## config.mk

```make
export PLATFORM = sky130hd
export DESIGN_NAME = uart_rx_oracle
export DESIGN_NICKNAME = d
export VERILOG_FILES = /design/src/rtl/uart_pkg.sv /design/src/rtl/uart_bit_sampler.sv /design/src/rtl/uart_rx_oracle.sv
export SDC_FILE = /design/constraint.sdc
export NUM_CORES = 1
export LEC_CHECK = 0
export ABC_AREA = 1
export CAP_MARGIN = 25
export CORE_UTILIZATION = 65
export CTS_CLUSTER_SIZE = 24
export DETAILED_ROUTE_END_ITERATION = 16
export DONT_BUFFER_PORTS = 1
export PLACE_DENSITY = 0.83
export SETUP_SLACK_MARGIN = 0.4
export SLEW_MARGIN = 0
export SYNTH_ARGS = -nofsm -noshare
export SYNTH_HDL_FRONTEND = slang
export SYNTH_SLANG_ARGS = --single-unit
export TNS_END_PERCENT = 20
```

## constraint.sdc

```tcl
create_clock -name clk -period 2.3 [get_ports clk]
set_input_delay 0.46 -clock clk [delete_from_list [all_inputs] [get_ports clk]]
set_output_delay 0.46 -clock clk [all_outputs]
set_load 0.005 [all_outputs]
```

## src/rtl/uart_pkg.sv

```systemverilog
// Shared UART definitions: receiver state encoding, frame levels and the majority-vote threshold.
// Purely declarative: no latency and no flow control.
package uart_pkg;

    typedef enum logic [2:0] {
        ST_IDLE   = 3'd0,
        ST_START  = 3'd1,
        ST_DATA   = 3'd2,
        ST_PARITY = 3'd3,
        ST_STOP   = 3'd4
    } uart_state_t;

    // Even parity: data bits plus parity bit must XOR to this value.
    localparam logic PARITY_ODD = 1'b0;
    localparam logic STOP_LEVEL = 1'b1;
    localparam logic IDLE_LEVEL = 1'b1;

    // A bit votes 1 when its count of high samples is strictly above this.
    function automatic int vote_threshold(input int clks_per_bit);
        return clks_per_bit / 2;
    endfunction

endpackage

```

## src/rtl/uart_bit_sampler.sv

```systemverilog
// Per-bit-period sample counter and ones counter with a majority vote over CLKS_PER_BIT samples.
// Latency: done/bit are combinational on the last sample of a period; no backpressure, samples whenever enabled.
module uart_bit_sampler
    import uart_pkg::*;
#(
    parameter int CLKS_PER_BIT = 3
) (
    input  logic clk,
    input  logic rstn,
    input  logic i_en,
    input  logic i_sample,
    output logic o_done,
    output logic o_bit
);

    localparam int CNT_W = $clog2(CLKS_PER_BIT + 1);
    localparam logic [CNT_W-1:0] LAST_V   = CNT_W'(CLKS_PER_BIT - 1);
    localparam logic [CNT_W-1:0] THRESH_V = CNT_W'(vote_threshold(CLKS_PER_BIT));

    logic [CNT_W-1:0] r_cnt;
    logic [CNT_W-1:0] r_ones;
    logic [CNT_W-1:0] w_ones_total;

    // The vote includes the sample arriving on the final cycle of the period.
    assign w_ones_total = r_ones + {{(CNT_W-1){1'b0}}, i_sample};
    assign o_done       = i_en && (r_cnt == LAST_V);
    assign o_bit        = (w_ones_total > THRESH_V);

    always_ff @(posedge clk or negedge rstn) begin
        if (!rstn) begin
            r_cnt  <= '0;
            r_ones <= '0;
        end else if (i_en) begin
            if (o_done) begin
                r_cnt  <= '0;
                r_ones <= '0;
            end else begin
                r_cnt  <= r_cnt + CNT_W'(1);
                r_ones <= w_ones_total;
            end
        end
    end

endmodule

```

## src/rtl/uart_rx_oracle.sv

```systemverilog
// UART receiver: start, BIT_LEN data bits LSB first, even parity, stop; majority-voted bits.
// Latency: results update (BIT_LEN+3)*CLKS_PER_BIT cycles after start-bit sample 1; no backpressure, results hold until next accepted start.
module uart_rx_oracle
    import uart_pkg::*;
#(
    parameter int BIT_LEN      = 7,
    parameter int CLKS_PER_BIT = 3
) (
    input  logic               clk,
    input  logic               rstn,
    input  logic               rx_channel_in,
    output logic [BIT_LEN-1:0] rx_data_out,
    output logic               rx_valid,
    output logic               rx_parity_err,
    output logic               rx_frame_err,
    output logic               rx_busy
);

    localparam int IDX_W = (BIT_LEN > 1) ? $clog2(BIT_LEN) : 1;
    localparam logic [IDX_W-1:0] IDX_LAST = IDX_W'(BIT_LEN - 1);

    uart_state_t r_state;
    uart_state_t w_state_nxt;

    logic [BIT_LEN-1:0] r_shift;
    logic [IDX_W-1:0]   r_bit_idx;
    logic               r_parity;
    logic [BIT_LEN-1:0] r_data;
    logic               r_valid;
    logic               r_perr;
    logic               r_ferr;

    logic w_sample_en;
    logic w_done;
    logic w_bit;
    logic w_accept;
    logic w_shift;
    logic w_par_ld;
    logic w_finish;
    logic w_perr;

    // In IDLE only a low line is counted, so that cycle becomes start sample 1.
    assign w_sample_en = (r_state != ST_IDLE) || (rx_channel_in != IDLE_LEVEL);

    uart_bit_sampler #(
        .CLKS_PER_BIT(CLKS_PER_BIT)
    ) u_sampler (
        .clk      (clk),
        .rstn     (rstn),
        .i_en     (w_sample_en),
        .i_sample (rx_channel_in),
        .o_done   (w_done),
        .o_bit    (w_bit)
    );

    always_ff @(posedge clk or negedge rstn) begin
        if (!rstn) begin
            r_state <= ST_IDLE;
        end else begin
            r_state <= w_state_nxt;
        end
    end

    always_comb begin
        w_state_nxt = r_state;
        w_accept    = 1'b0;
        w_shift     = 1'b0;
        w_par_ld    = 1'b0;
        w_finish    = 1'b0;
        case (r_state)
            ST_IDLE: begin
                if (rx_channel_in != IDLE_LEVEL) begin
                    w_state_nxt = ST_START;
                end
            end
            ST_START: begin
                if (w_done) begin
                    if (w_bit) begin
                        w_state_nxt = ST_IDLE;
                    end else begin
                        w_state_nxt = ST_DATA;
                        w_accept    = 1'b1;
                    end
                end
            end
            ST_DATA: begin
                if (w_done) begin
                    w_shift = 1'b1;
                    if (r_bit_idx == IDX_LAST) begin
                        w_state_nxt = ST_PARITY;
                    end
                end
            end
            ST_PARITY: begin
                if (w_done) begin
                    w_par_ld    = 1'b1;
                    w_state_nxt = ST_STOP;
                end
            end
            ST_STOP: begin
                if (w_done) begin
                    w_finish    = 1'b1;
                    w_state_nxt = ST_IDLE;
                end
            end
            default: begin
                w_state_nxt = ST_IDLE;
            end
        endcase
    end

    assign w_perr = (^r_shift) ^ r_parity ^ PARITY_ODD;

    always_ff @(posedge clk or negedge rstn) begin
        if (!rstn) begin
            r_shift   <= '0;
            r_bit_idx <= '0;
            r_parity  <= 1'b0;
            r_data    <= '0;
            r_valid   <= 1'b0;
            r_perr    <= 1'b0;
            r_ferr    <= 1'b0;
        end else begin
            if (w_accept) begin
                r_valid   <= 1'b0;
                r_perr    <= 1'b0;
                r_ferr    <= 1'b0;
                r_bit_idx <= '0;
            end
            if (w_shift) begin
                r_shift   <= {w_bit, r_shift[BIT_LEN-1:1]};
                r_bit_idx <= (r_bit_idx == IDX_LAST) ? '0 : r_bit_idx + IDX_W'(1);
            end
            if (w_par_ld) begin
                r_parity <= w_bit;
            end
            // The word is loaded even when the frame is bad.
            if (w_finish) begin
                r_data  <= r_shift;
                r_perr  <= w_perr;
                r_ferr  <= (w_bit != STOP_LEVEL);
                r_valid <= !w_perr && (w_bit == STOP_LEVEL);
            end
        end
    end

    assign rx_data_out   = r_data;
    assign rx_valid      = r_valid;
    assign rx_parity_err = r_perr;
    assign rx_frame_err  = r_ferr;
    assign rx_busy       = (r_state != ST_IDLE);

endmodule

```

Yosys cells after proc, flatten, opt, wreduce, memory -nomap -nowiden
Index checks and enable logic that the tools add are counted.
- shifts and indexed selects: 0
- add/sub/neg operators: 3
- reduce and logical (&&, ||, !) cells: 10
- eq/ne operators: 12
- bitwise gates (word level): 3
- multipliers: 0
- div/mod/pow operators: 0
- muxes and demuxes: 24
- $lt $le $gt $ge: 1
- operators by type and width (kind ; count):
    $mux W3 ; 9
    $pmux W3 S5 ; 1
    $mux W1 ; 11
    $ne A2 B1 Y1 const B ; 4
    $reduce_xor A7 Y1 ; 1
    $eq A3 B2 Y1 const B ; 2
    $eq A3 B3 Y1 const B ; 2
    $mux W2 ; 3
    $reduce_and A6 Y1 ; 1
    $ne A2 B2 Y1 const B ; 2
    $reduce_bool A2 Y1 ; 2
    $add A3 B1 Y3 const B ; 1
    $eq A3 B1 Y1 const B ; 1
    $logic_not A3 Y1 ; 1
    $reduce_bool A3 Y1 ; 1
    $add A2 B1 Y2 ; 1
    $add A2 B1 Y2 const B ; 1
    $eq A2 B2 Y1 const B ; 1
    $gt A2 B1 Y1 const B ; 1
    $logic_and A1 B1 Y1 ; 2
    $not A1 Y1 ; 2
    $logic_not A1 Y1 ; 1
    $logic_or A1 B1 Y1 ; 1
    $xor A1 B1 Y1 ; 1
- register bits after elaboration: 28
- bits of input ports: 3
- bits in latches: 0
- bits in writable memories: 0
- word-level logic and storage cells: 63
- memory bits (read-only): 0
- memories kept: 0

Logic depth before layout (Yosys ltp)
Gate-level depths: netlist of run 1.
- depth after elaboration: 7
- gate-level depth with buffers: 10
- depth with buffers taken out: 10

By module
Synthesis of run 1 repeated with hierarchy kept, for this count alone.
- cell total of the unflattened synthesis: 171
- area, all modules: 1395.1 um^2
- by module, submodules not included (module ; area an instance (um^2) ; cells each ; times used):
    uart_rx_oracle ; 1191.1 ; 145 ; 1
    uart_bit_sampler ; 203.9 ; 26 ; 1

Worst setup path before layout of run 1
OpenSTA, ideal clock, no wires.
- kind: input to register
- from: input rx_channel_in
- to: register r_bit_idx[0]
- data arrival time: 1172 ps
- buffers on the path: 0
- stages on the path: 6
- slack: 1006 ps
- path through: ha_1 xor2_1 nor2_1 nand2_1 nand2_1 o21ai_1
- longest elaborated chain between the ends: 6
- elaborated cells between the ends (all ways): 12
- classes of those cells: add/sub: 1; order compare: 1; mux: 6; bitwise: 1; reduce/logical: 3
- RTL lines (item ; RTL line ; RTL):
    from (decl) ; uart_rx_oracle.sv:11 ; input logic rx_channel_in,
    $add A2 B1 Y2 / $not A1 Y1 (equally long branches) ; n/a ;
    $gt A2 B1 Y1 / $logic_or A1 B1 Y1 (equally long branches) ; uart_bit_sampler.sv:27, uart_rx_oracle.sv:43 ;
    $mux W1 / $logic_and A1 B1 Y1 (equally long branches) ; uart_rx_oracle.sv:78, uart_bit_sampler.sv:26 ;
    $mux W1, on equally long branches ; uart_rx_oracle.sv:77, uart_rx_oracle.sv:87 ;
    $mux W1 ; uart_rx_oracle.sv:70 ; case (r_state)
    $reduce_bool A2 Y1 (no source line) / $mux W3 (equally long branches) ; n/a ;
    to (signal assigned) ; uart_rx_oracle.sv:132 ; r_bit_idx <= (r_bit_idx == IDX_LAST) ? '0 : r_bit_idx + IDX_W'(1);
    to (decl) ; uart_rx_oracle.sv:26 ; logic [IDX_W-1:0] r_bit_idx;
Several ways; a longest one is shown, not always the timed one.
A chain may end at the register's enable or synchronous reset.

Worst setup path in the final report of run 1
- from: register r_state[0]
- to: register r_bit_idx[1]
- longest elaborated chain between the ends: 6
- elaborated cells between the ends (all ways): 11
- classes of those cells: eq/ne: 2; mux: 5; reduce/logical: 4
- RTL lines (item ; RTL line ; RTL):
    from (decl) ; uart_rx_oracle.sv:22 ; uart_state_t r_state;
    from (signal assigned) ; uart_rx_oracle.sv:60 ; r_state <= w_state_nxt;
    $reduce_bool A3 Y1 ; uart_rx_oracle.sv:43 ; assign w_sample_en = (r_state != ST_IDLE) || (rx_channel_in != IDLE_LEVEL);
    $logic_or A1 B1 Y1 ; uart_rx_oracle.sv:43 ;
    $logic_and A1 B1 Y1 ; uart_bit_sampler.sv:26 ; assign o_done = i_en && (r_cnt == LAST_V);
    $mux W1, on equally long branches ; uart_rx_oracle.sv:87, uart_rx_oracle.sv:77 ;
    $mux W1 ; uart_rx_oracle.sv:70 ;
    $mux W3 / $reduce_bool A2 Y1 (equally long branches) ; n/a ;
Several ways; a longest one is shown, not always the timed one.

==> impl_metrics.env, run 1 <==
export IMPL_post_cts_buffers=0
export IMPL_drcViolationCount=0
export IMPL_cts_sinks=28
export IMPL_worstPathMaxFanout=16
export IMPL_netlist_top_cells_count="nand2_1 (52), dfrtp_1 (28), inv_1 (24), o21ai_1 (13), nor2_1 (12)"
export IMPL_cellPowerDensity_mw_per_mm2=1110
export IMPL_worstSetupPathType="flop to flop"
export IMPL_hold_worst_slack_ps=405
export IMPL_grt_max_degree=29
export IMPL_overflow=0
export IMPL_grtUsageTotal=0.238
export IMPL_antenna_found_initial=0
export IMPL_fin_skew_ps=10.8
export IMPL_layout_min_cycle_time_ps=1560
export IMPL_async_flop_share=1.00
export IMPL_drt_total_wl_um=2490
export IMPL_viasPerCell=5.45
export IMPL_cts_tree="built"
export IMPL_synth_largest_area_cell="dfrtp_1"
export IMPL_numCtsBuffers=3
export IMPL_clockBufferDepth=2
export IMPL_ir_drop_uv=675
export IMPL_ys_flop_type="dfrtp_1"
export IMPL_drt_iter0_markers=28
export IMPL_fmax_ghz=0.639
export IMPL_synth_top_area_frac=0.490
export IMPL_die_h_um=48.9
export IMPL_grt_pass1_wl_um=4370
export IMPL_required_ps=2540
export IMPL_synth_cell_types=24
export IMPL_synth_seq_cells=28
export IMPL_endpoint_kind="flop"
export IMPL_stdcell_area_sq_mm=0.00149
export IMPL_cts_repair_resized=0
export IMPL_p_leak_nw=0.768
export IMPL_hold_class="primary input to flop"
export IMPL_tightest_slew_ps=336
export IMPL_cts_hold_buffers=2
export IMPL_first_pass_iters=4
export IMPL_synth_edf_count=0
export IMPL_ant_nets=0
export IMPL_post_route_period_util=0.680
export IMPL_slew_violations=0
export IMPL_slew_headroom=0.775
export IMPL_synth_area_sq_mm=0.00143
export IMPL_pin_count=14
export IMPL_initial_utilization=0.707
export IMPL_design_core_area_sq_mm=0.00202
export IMPL_wl_per_cell_um=12.2
export IMPL_hold_viol=0
export IMPL_maxCapViolCount=0
export IMPL_placed_area_sq_mm=0.00143
export IMPL_vias=1112
export IMPL_synthTopCellsByArea="dfrtp_1 (49%), nand2_1 (14%), inv_1 (6.3%)"
export IMPL_hpwlAfterDp_um=1840
export IMPL_ys_warn_count=0
export IMPL_htree_levels=1
export IMPL_area_growth_pct=4.37
export IMPL_clk_pin_slew_ps=160
export IMPL_antenna_cells=0
export IMPL_layout_drive_gt1_share=0.141
export IMPL_portBuffers=0
export IMPL_synth_net_count=178
export IMPL_run_status="finished clean"
export IMPL_die_area_sq_mm=0.00239
export IMPL_crit_arrival_ps=1800
export IMPL_yosysMostFrequentCell="nand2_1"
export IMPL_clk_latency_ps=330
export IMPL_rsz0062_at_grt="no"
export IMPL_setup_violations=0
export IMPL_seq_area_frac_synth=0.490
export IMPL_clockRootBuffer="clkbuf_4"
export IMPL_row_count=16
export IMPL_place_congestion=0.826
export IMPL_grt_pass1_vias=1081
export IMPL_netlist_instances=174
export IMPL_fp_dieW_um=48.9
export IMPL_start_kind="flop"
export IMPL_layout_nets=182
export IMPL_synth_avg_cell_area_sq_um=8.22
export IMPL_setup_tns_ps=0
==> worst paths after layout <==
path / depth (start not counted) / startpoint / endpoint / slack, ps
setup / recovery: 8 / r_state[0]$_DFFE_PN0P_ / r_bit_idx[1]$_DFFE_PN0P_ / 740
hold / removal: 3 / rx_channel_in / u_sampler.r_ones[0]$_DFFE_PN0N_ / 410
setup reg to reg: 8 / r_state[0]$_DFFE_PN0P_ / r_bit_idx[1]$_DFFE_PN0P_ / 740
hold reg to reg: 2 / rx_data_out[1]$_DFFE_PN0P_ / rx_data_out[1]$_DFFE_PN0P_ / 520
max in group asynchronous: 2 / rstn / r_shift[1]$_DFFE_PN0P_ / 1600
min in group asynchronous: 2 / rstn / r_bit_idx[2]$_DFFE_PN0P_ / 540
==> cell type report <==
cell class,count,area [sq um]
well taps,27,33.8
clock buffers,4,36.3
repair buffers,2,30.0
multi-input cells,117,594
inverters,26,97.6
flip-flops and latches,28,701
fillers,147,529
==> metrics by stage <==
stage                     utilization  cells  power [mW]  worst slack [ps]
after floorplan                     -    174        1.28              1010
after detailed placement        0.705    198        1.41               766
after global placement          0.705    198        1.35               833
after global routing            0.738    204        1.80               555
final                           0.738    204        1.66               736
after CTS                       0.738    204        1.66               743
==> power breakdown <==
group | total, mW | switching [mW] | internal, mW
clock | 0.243 | 0.146 | 0.0969
sequential | 0.750 | 0.120 | 0.629
combinational | 0.670 | 0.445 | 0.225
==> placed cells by master (no fill, tap or decap) <==
cell type      synthesis  layout
nor2_1                12      12
nand4_1                1       1
buf_12                 0       1
nand3_4                1       1
inv_2                  2       2
xnor2_1                1       1
inv_1                 24      24
nand3_1               11      11
a211oi_1               1       1
nand3_2                1       1
a21boi_1               1       1
xor2_1                 1       1
nor2_2                 3       3
clkbuf_8               0       1
a21oi_2                1       1
ha_1                   1       1
dfrtp_1               28      28
o21ai_0                5       5
nor2_4                 1       1
nand2_1               52      52
clkbuf_4               0       3
o21ai_2                7       7
o21ai_1               13      13
nand2_2                3       3
nand2_4                1       1
dlygate4sd3_1          0       1
==> worst max-delay path, cell delays in order, from the launching register on <==
cell and delay (ps):
dfrtp_1 460, nor2_2 170, nand3_2 210, nand2_2 160, inv_2 70, nand2_4 150
inv_1 100, nand3_1 70, o21ai_1 70
==> registers in the layout, summed over array words and instances, names as in the netlist <==
register / count
r_shift: 7
rx_data_out: 7
r_bit_idx: 3
r_state: 3
u_sampler.r_cnt: 2
u_sampler.r_ones: 2
r_parity: 1
rx_frame_err: 1
rx_parity_err: 1
rx_valid: 1
==> routing by layer <==
| layer | up-vias | share of wire | global-route usage |
|---|---|---|---|
| met4 | 0 | 0.012 | 0.0784 |
| met1 | 532 | 0.46 | 0.287 |
| met5 | - | 0 | 0 |
| met2 | 22 | 0.49 | 0.431 |
| met3 | 4 | 0.035 | 0.0405 |
| li1 | 554 | - | - |
==> cells by family after synthesis <==
kind of cell,Yosys count,synth area share
buffers and inverters,29,0.0945
AO/OA/AOI/OAI,28,0.122
flip-flops,28,0.490
XOR/XNOR,2,0.0123
AND/OR/NAND/NOR,86,0.272
adder cells (fa/ha/maj),1,0.00875
No activity file was read; power rests on OpenSTA's default activity.
==> run 2, diff against run 1 <==
--- a/config.mk
+++ b/config.mk
@@ -7,11 +7,11 @@
 export LEC_CHECK = 0
 export ABC_AREA = 1
 export CAP_MARGIN = 25
-export CORE_UTILIZATION = 65
+export CORE_UTILIZATION = 61
 export CTS_CLUSTER_SIZE = 24
 export DETAILED_ROUTE_END_ITERATION = 16
 export DONT_BUFFER_PORTS = 1
-export PLACE_DENSITY = 0.83
+export PLACE_DENSITY = 0.79
 export SETUP_SLACK_MARGIN = 0.4
 export SLEW_MARGIN = 0
 export SYNTH_ARGS = -nofsm -noshare
==> constraint.sdc (replaced) <==
create_clock -name clk -period 1.5 [get_ports clk]
set_input_delay 0.3 -clock clk [delete_from_list [all_inputs] [get_ports clk]]
set_output_delay 0.3 -clock clk [all_outputs]
set_load 0.005 [all_outputs]
==> run 2 against run 1 <==
Net effect:
- die area increased by 6.3%
- global-route usage increased by 6.0 points
- clock power increased by 59%
- combinational power increased by 130%
- clock skew decreased by 5.1 ps
- sequential share of layout area decreased by 7.9 points
- first-iteration DRC count increased by 93%
- register-to-register slack got worse by 690 ps
- cell count increased by 11%
- clock-buffer cell count unchanged
- wire length increased by 42%
- maximum frequency increased by 7.8%
- highest routed layer unchanged
==> impl_metrics.env, run 2 (synthesis gave the netlist of run 1 again) <==
export IMPL_seq_power_share=0.375
export IMPL_grt_use_met2=0.513
export IMPL_reg2reg_slack_ps=50
export IMPL_drt_iter0_markers=54
export IMPL_cellPowerDensity_mw_per_mm2=1750
export IMPL_place_congestion=0.898
export IMPL_fmax_ghz=0.689
export IMPL_p_total_mw=3.14
export IMPL_antenna_found_initial=0
export IMPL_layout_min_cycle_time_ps=1450
export IMPL_pwr_share_comb=0.502
export IMPL_tightest_slew_ps=270
export IMPL_antenna_cells=0
export IMPL_slew_headroom=0.818
export IMPL_clockBufferDepth=2
export IMPL_cts_tree="built"
export IMPL_ant_nets=0
export IMPL_grt_max_degree=29
export IMPL_die_area_sq_mm=0.00254
export IMPL_grtUsageTotal=0.299
export IMPL_clk_pin_slew_ps=150
export IMPL_grt_pass1_vias=1241
export IMPL_worstSetupPathType="flop to flop"
export IMPL_num_fill_cells=123
export IMPL_die_h_um=50.4
export IMPL_maxCapViolCount=0
export IMPL_worstPathMaxFanout=6
export IMPL_clockRootBuffer="clkbuf_4"
export IMPL_cts_sinks=28
export IMPL_final_common_cell="nand2_1"
export IMPL_grt_use_met1=0.376
export IMPL_pin_count=14
export IMPL_fin_skew_ps=5.79
export IMPL_setup_tns_ps=0
export IMPL_row_count=17
export IMPL_crit_arrival_ps=1710
export IMPL_hold_viol=0
export IMPL_area_growth_pct=25.6
export IMPL_drcViolationCount=0
export IMPL_run_status="finished clean"
export IMPL_met3_usage=0.0485
export IMPL_design_core_area_sq_mm=0.00221
export IMPL_setup_ws_ps=49.4
export IMPL_p_leak_nw=0.887
export IMPL_grt_pass1_wl_um=5640
export IMPL_htree_levels=1
export IMPL_slew_violations=0
export IMPL_ir_drop_uv=1640
export IMPL_initial_utilization=0.646
export IMPL_portBuffers=0
export IMPL_stdcell_area_sq_mm=0.00180
export IMPL_place_ws_ps=-17.6
export IMPL_grt_busiest_layer="met2"
export IMPL_wl_per_cell_um=15.6
export IMPL_viasPerCell=5.66
export IMPL_pwr_share_clk=0.123
export IMPL_clk_latency_ps=340
export IMPL_layout_drive_gt1_share=0.328
export IMPL_hpwlAfterDp_um=1940
export IMPL_layout_nets=203
export IMPL_setup_violations=0
export IMPL_start_kind="flop"
export IMPL_hold_class="primary input to flop"
export IMPL_numCtsBuffers=3
export IMPL_required_ps=1760
export IMPL_placed_area_sq_mm=0.00146
export IMPL_final_cell_mix="nand2_1 (46), dfrtp_1 (27), inv_1 (22)"
export IMPL_vias=1279
export IMPL_swShare=0.455
export IMPL_first_pass_iters=4
export IMPL_power_switching_mw=1.43
export IMPL_fp_dieW_um=50.4
export IMPL_overflow=0
export IMPL_post_route_period_util=0.967
export IMPL_intPower_mw=1.71
export IMPL_drt_total_wl_um=3530
export IMPL_endpoint_kind="flop"
export IMPL_rsz0062_at_grt="yes"
==> run 2: changes by cell type in the layout (fill, tap and decap cells not counted), moves of 2 or more <==
cell | before | now
nor2_1 | 12 | 9
nand3_2 | 1 | 5
nand2_1 | 52 | 46
inv_1 | 24 | 22
nor2_4 | 1 | 5
nand2_4 | 1 | 4
nand3_1 | 11 | 7
buf_4 | 0 | 17
nand2_2 | 3 | 6
==> run 2: layer usage <==
| metal | routed length [um] | vias to the layer above |
|---|---|---|
| li1 | - | 602 |
| met1 | 1440 | 606 |
| met2 | 1790 | 63 |
| met3 | 223 | 8 |
| met4 | 78 | 0 |
| met5 | 0 | - |
==> run 2: path summary, 6_finish.rpt <==
| check | startpoint | endpoint | depth (start not counted) |
|---|---|---|---|
| min in group asynchronous | rstn | u_sampler.r_ones[1]$_DFFE_PN0N_ | 2 |
| setup / recovery | r_state[0]$_DFFE_PN0P_ | r_shift[6]$_DFFE_PN0P_ | 6 |
| hold reg to reg | rx_data_out[3]$_DFFE_PN0P_ | rx_data_out[3]$_DFFE_PN0P_ | 2 |
| setup reg to reg | r_state[0]$_DFFE_PN0P_ | r_shift[6]$_DFFE_PN0P_ | 6 |
| max in group asynchronous | rstn | r_state[0]$_DFFE_PN0P_ | 2 |
| hold / removal | rx_channel_in | u_sampler.r_ones[1]$_DFFE_PN0N_ | 2 |
==> run 2: cell type report <==
cell class | count | area, sq um | area share
Tap cell | 28 | 35.0 | 0.0195
Inverter | 26 | 110 | 0.0613
Sequential cell | 28 | 702 | 0.391
Timing Repair Buffer | 21 | 189 | 0.105
Clock buffer | 4 | 36.3 | 0.0202
Multi-Input combinational cell | 119 | 724 | 0.403
==> run 2: power by group through the flow <==
| stage | registers, mW | clock network, mW | logic [mW] |
|---|---|---|---|
| after floorplan | 1.12 | 0 | 0.850 |
| after global placement | 1.15 | 0 | 0.952 |
| after detailed placement | 1.16 | 0 | 1.01 |
| after CTS | 1.15 | 0.378 | 1.33 |
| after global routing | 1.20 | 0.415 | 1.73 |
| final | 1.18 | 0.386 | 1.57 |
==> run 2: metrics by stage <==
stage	std cells	utilization	hold WS, ps
after floorplan	174	-	4.41
after global placement	201	0.658	5.01
after detailed placement	201	0.658	4.97
after CTS	220	0.772	153
after global routing	226	0.812	154
final	226	0.812	162
==> run 2: critical path, cell delays in order, from the launching register on <==
cell,delay (ps)
dfrtp_2,470
nor2_2,110
inv_1,90
nor2_4,240
buf_4,180
nand2_4,70
o21ai_1,210
==> run 2: repair_timing <==
action,in CTS,in global routing
hold buffers,2,0
buffers inserted,11,6
pin swaps,6,6
endpoints found under the hold margin,28,0
gates cloned,2,0
resized for setup,21,12
endpoints found under the setup margin,29,31
==> run 3, diff against run 2 <==
--- a/config.mk
+++ b/config.mk
@@ -11,6 +11,7 @@
 export CTS_CLUSTER_SIZE = 24
 export DETAILED_ROUTE_END_ITERATION = 16
 export DONT_BUFFER_PORTS = 1
+export MAX_ROUTING_LAYER = met4
 export PLACE_DENSITY = 0.79
 export SETUP_SLACK_MARGIN = 0.4
 export SLEW_MARGIN = 0
==> run 3 against run 2 <==
Net effect:
- sequential share of layout area grew 0.25 points
- flip-flop and latch count is the same
- global-route usage grew 0.90 points
- setup slack gained 17 ps
- non-clock buffer count shrank 1
- via count shrank 1.1%
- clock skew shrank 2.4 ps
- clock power shrank 2%
- sequential power is essentially flat
==> impl_metrics.env, run 3 (synthesis gave the netlist of run 1 again) <==
export IMPL_setup_tns_ps=0
export IMPL_slew_violations=0
export IMPL_cts_sinks=28
export IMPL_drcViolationCount=0
export IMPL_stdcell_area_sq_mm=0.00179
export IMPL_start_kind="flop"
export IMPL_area_growth_pct=24.8
export IMPL_run_status="finished clean"
export IMPL_row_count=17
export IMPL_pin_count=14
export IMPL_clockBufferDepth=2
export IMPL_met3_usage=0.0485
export IMPL_stdcell_count=225
export IMPL_final_cell_mix="nand2_1 (46), dfrtp_1 (27), inv_1 (22)"
export IMPL_initial_utilization=0.646
export IMPL_worst_path_buf_inv=2
export IMPL_tightest_slew_ps=278
export IMPL_clockRootBuffer="clkbuf_4"
export IMPL_grtUsageTotal=0.308
export IMPL_maxCapViolCount=0
export IMPL_clk_pin_slew_ps=150
export IMPL_num_fill_cells=126
export IMPL_fin_skew_ps=3.37
export IMPL_hpwlAfterDp_um=1940
export IMPL_grt_pass1_wl_um=5660
export IMPL_path_cells="nor2_4 > inv_2 > nor2_4 > nand3_4 > buf_12 > nand2_1 > o21ai_2"
export IMPL_layout_drive_gt1_share=0.315
export IMPL_p_leak_nw=0.878
export IMPL_viasPerCell=5.62
export IMPL_critical_path_max_stage_delay_ps=450
export IMPL_final_common_cell="nand2_1"
export IMPL_endpoint_kind="flop"
export IMPL_dp_cells=201
export IMPL_placed_area_sq_mm=0.00146
export IMPL_grt_max_degree=29
export IMPL_critPathMostFrequentCell="nor2_4"
export IMPL_rsz0062_at_grt="yes"
export IMPL_crit_arrival_ps=1680
export IMPL_vias=1265
export IMPL_die_h_um=50.4
export IMPL_drt_iter0_markers=63
export IMPL_crit_family="simple AND/OR/NAND/NOR gates"
export IMPL_layout_min_cycle_time_ps=1430
export IMPL_layout_nets=202
export IMPL_portBuffers=0
export IMPL_grt_pass1_vias=1236
export IMPL_fp_dieW_um=50.4
export IMPL_worstPathMaxFanout=8
export IMPL_hold_viol=0
export IMPL_slowest_stage="dfrtp_1"
export IMPL_setup_violations=0
export IMPL_htree_levels=1
export IMPL_overflow=0
export IMPL_numCtsBuffers=3
export IMPL_grt_busiest_layer="met2"
export IMPL_post_route_period_util=0.956
export IMPL_first_pass_iters=4
export IMPL_required_ps=1750
export IMPL_clk_latency_ps=340
export IMPL_grt_use_met2=0.511
export IMPL_cellPowerDensity_mw_per_mm2=1750
export IMPL_place_congestion=0.913
export IMPL_antenna_found_initial=0
export IMPL_design_core_area_sq_mm=0.00221
export IMPL_ant_nets=0
export IMPL_drt_total_wl_um=3570
export IMPL_die_area_sq_mm=0.00254
export IMPL_slew_headroom=0.813
export IMPL_hold_class="primary input to flop"
export IMPL_grt_use_met1=0.380
export IMPL_antenna_cells=0
export IMPL_ir_drop_uv=1500
export IMPL_worstSetupPathType="flop to flop"
export IMPL_fmax_ghz=0.697
export IMPL_wl_per_cell_um=15.9
export IMPL_cts_tree="built"
==> run 3: cell count changes in the layout (fill, tap and decap cells not counted), sizes merged <==
cell,previous run,this run
buf,20,19
==> run 3: timing repair <==
item | in CTS | in global routing
setup buffers | 11 | 5
gates resized for setup | 21 | 11
pin swaps | 6 | 6
hold buffers | 2 | 0
endpoints found under the setup margin | 29 | 31
hold endpoints to repair | 28 | 0
gates cloned | 2 | 0
==> run 3: cell type report <==
class	instances	area (sq um)	area share
repair buffers	20	181	0.102
well taps	28	35.0	0.0196
multi-input cells	119	721	0.404
inverters	26	110	0.0617
clock buffers	4	36.3	0.0203
flip-flops and latches	28	702	0.393
==> run 3: final timing paths <==
kind / from / depth (start not counted) / to / slack (ps)
setup reg to reg: r_state[1]$_DFFE_PN0P_ / 7 / rx_data_out[0]$_DFFE_PN0P_ / 70
hold reg to reg: rx_data_out[3]$_DFFE_PN0P_ / 2 / rx_data_out[3]$_DFFE_PN0P_ / 530
min in group asynchronous: rstn / 2 / r_bit_idx[1]$_DFFE_PN0P_ / 390
setup / recovery: r_state[1]$_DFFE_PN0P_ / 7 / rx_data_out[0]$_DFFE_PN0P_ / 70
hold / removal: rx_channel_in / 2 / u_sampler.r_ones[1]$_DFFE_PN0N_ / 190
max in group asynchronous: rstn / 2 / r_state[0]$_DFFE_PN0P_ / 950
==> run 3: routing by layer <==
layer,vias up,share of wire
li1,601,-
met1,591,0.40
met2,58,0.52
met3,15,0.055
met4,0,0.029
met5,-,0
==> run 3: report_power, final <==
part / total (mW) / internal (mW) / switching (mW) / leakage [nW]
sequential: 1.18 / 0.968 / 0.209 / 0.373
clock: 0.380 / 0.149 / 0.231 / 0.0210
combinational: 1.56 / 0.571 / 0.991 / 0.484
==> run 3: metrics by stage <==
stage / total power, mW / hold WS (ps) / setup slack (ps) / utilization
after floorplan: 1.97 / 4.41 / 268 / -
after global placement: 2.10 / 5.01 / 98.5 / 0.658
after detailed placement: 2.17 / 4.97 / -17.6 / 0.658
after CTS: 2.86 / 153 / 117 / 0.772
after global routing: 3.31 / 187 / 32.7 / 0.807
final: 3.12 / 189 / 66.2 / 0.807
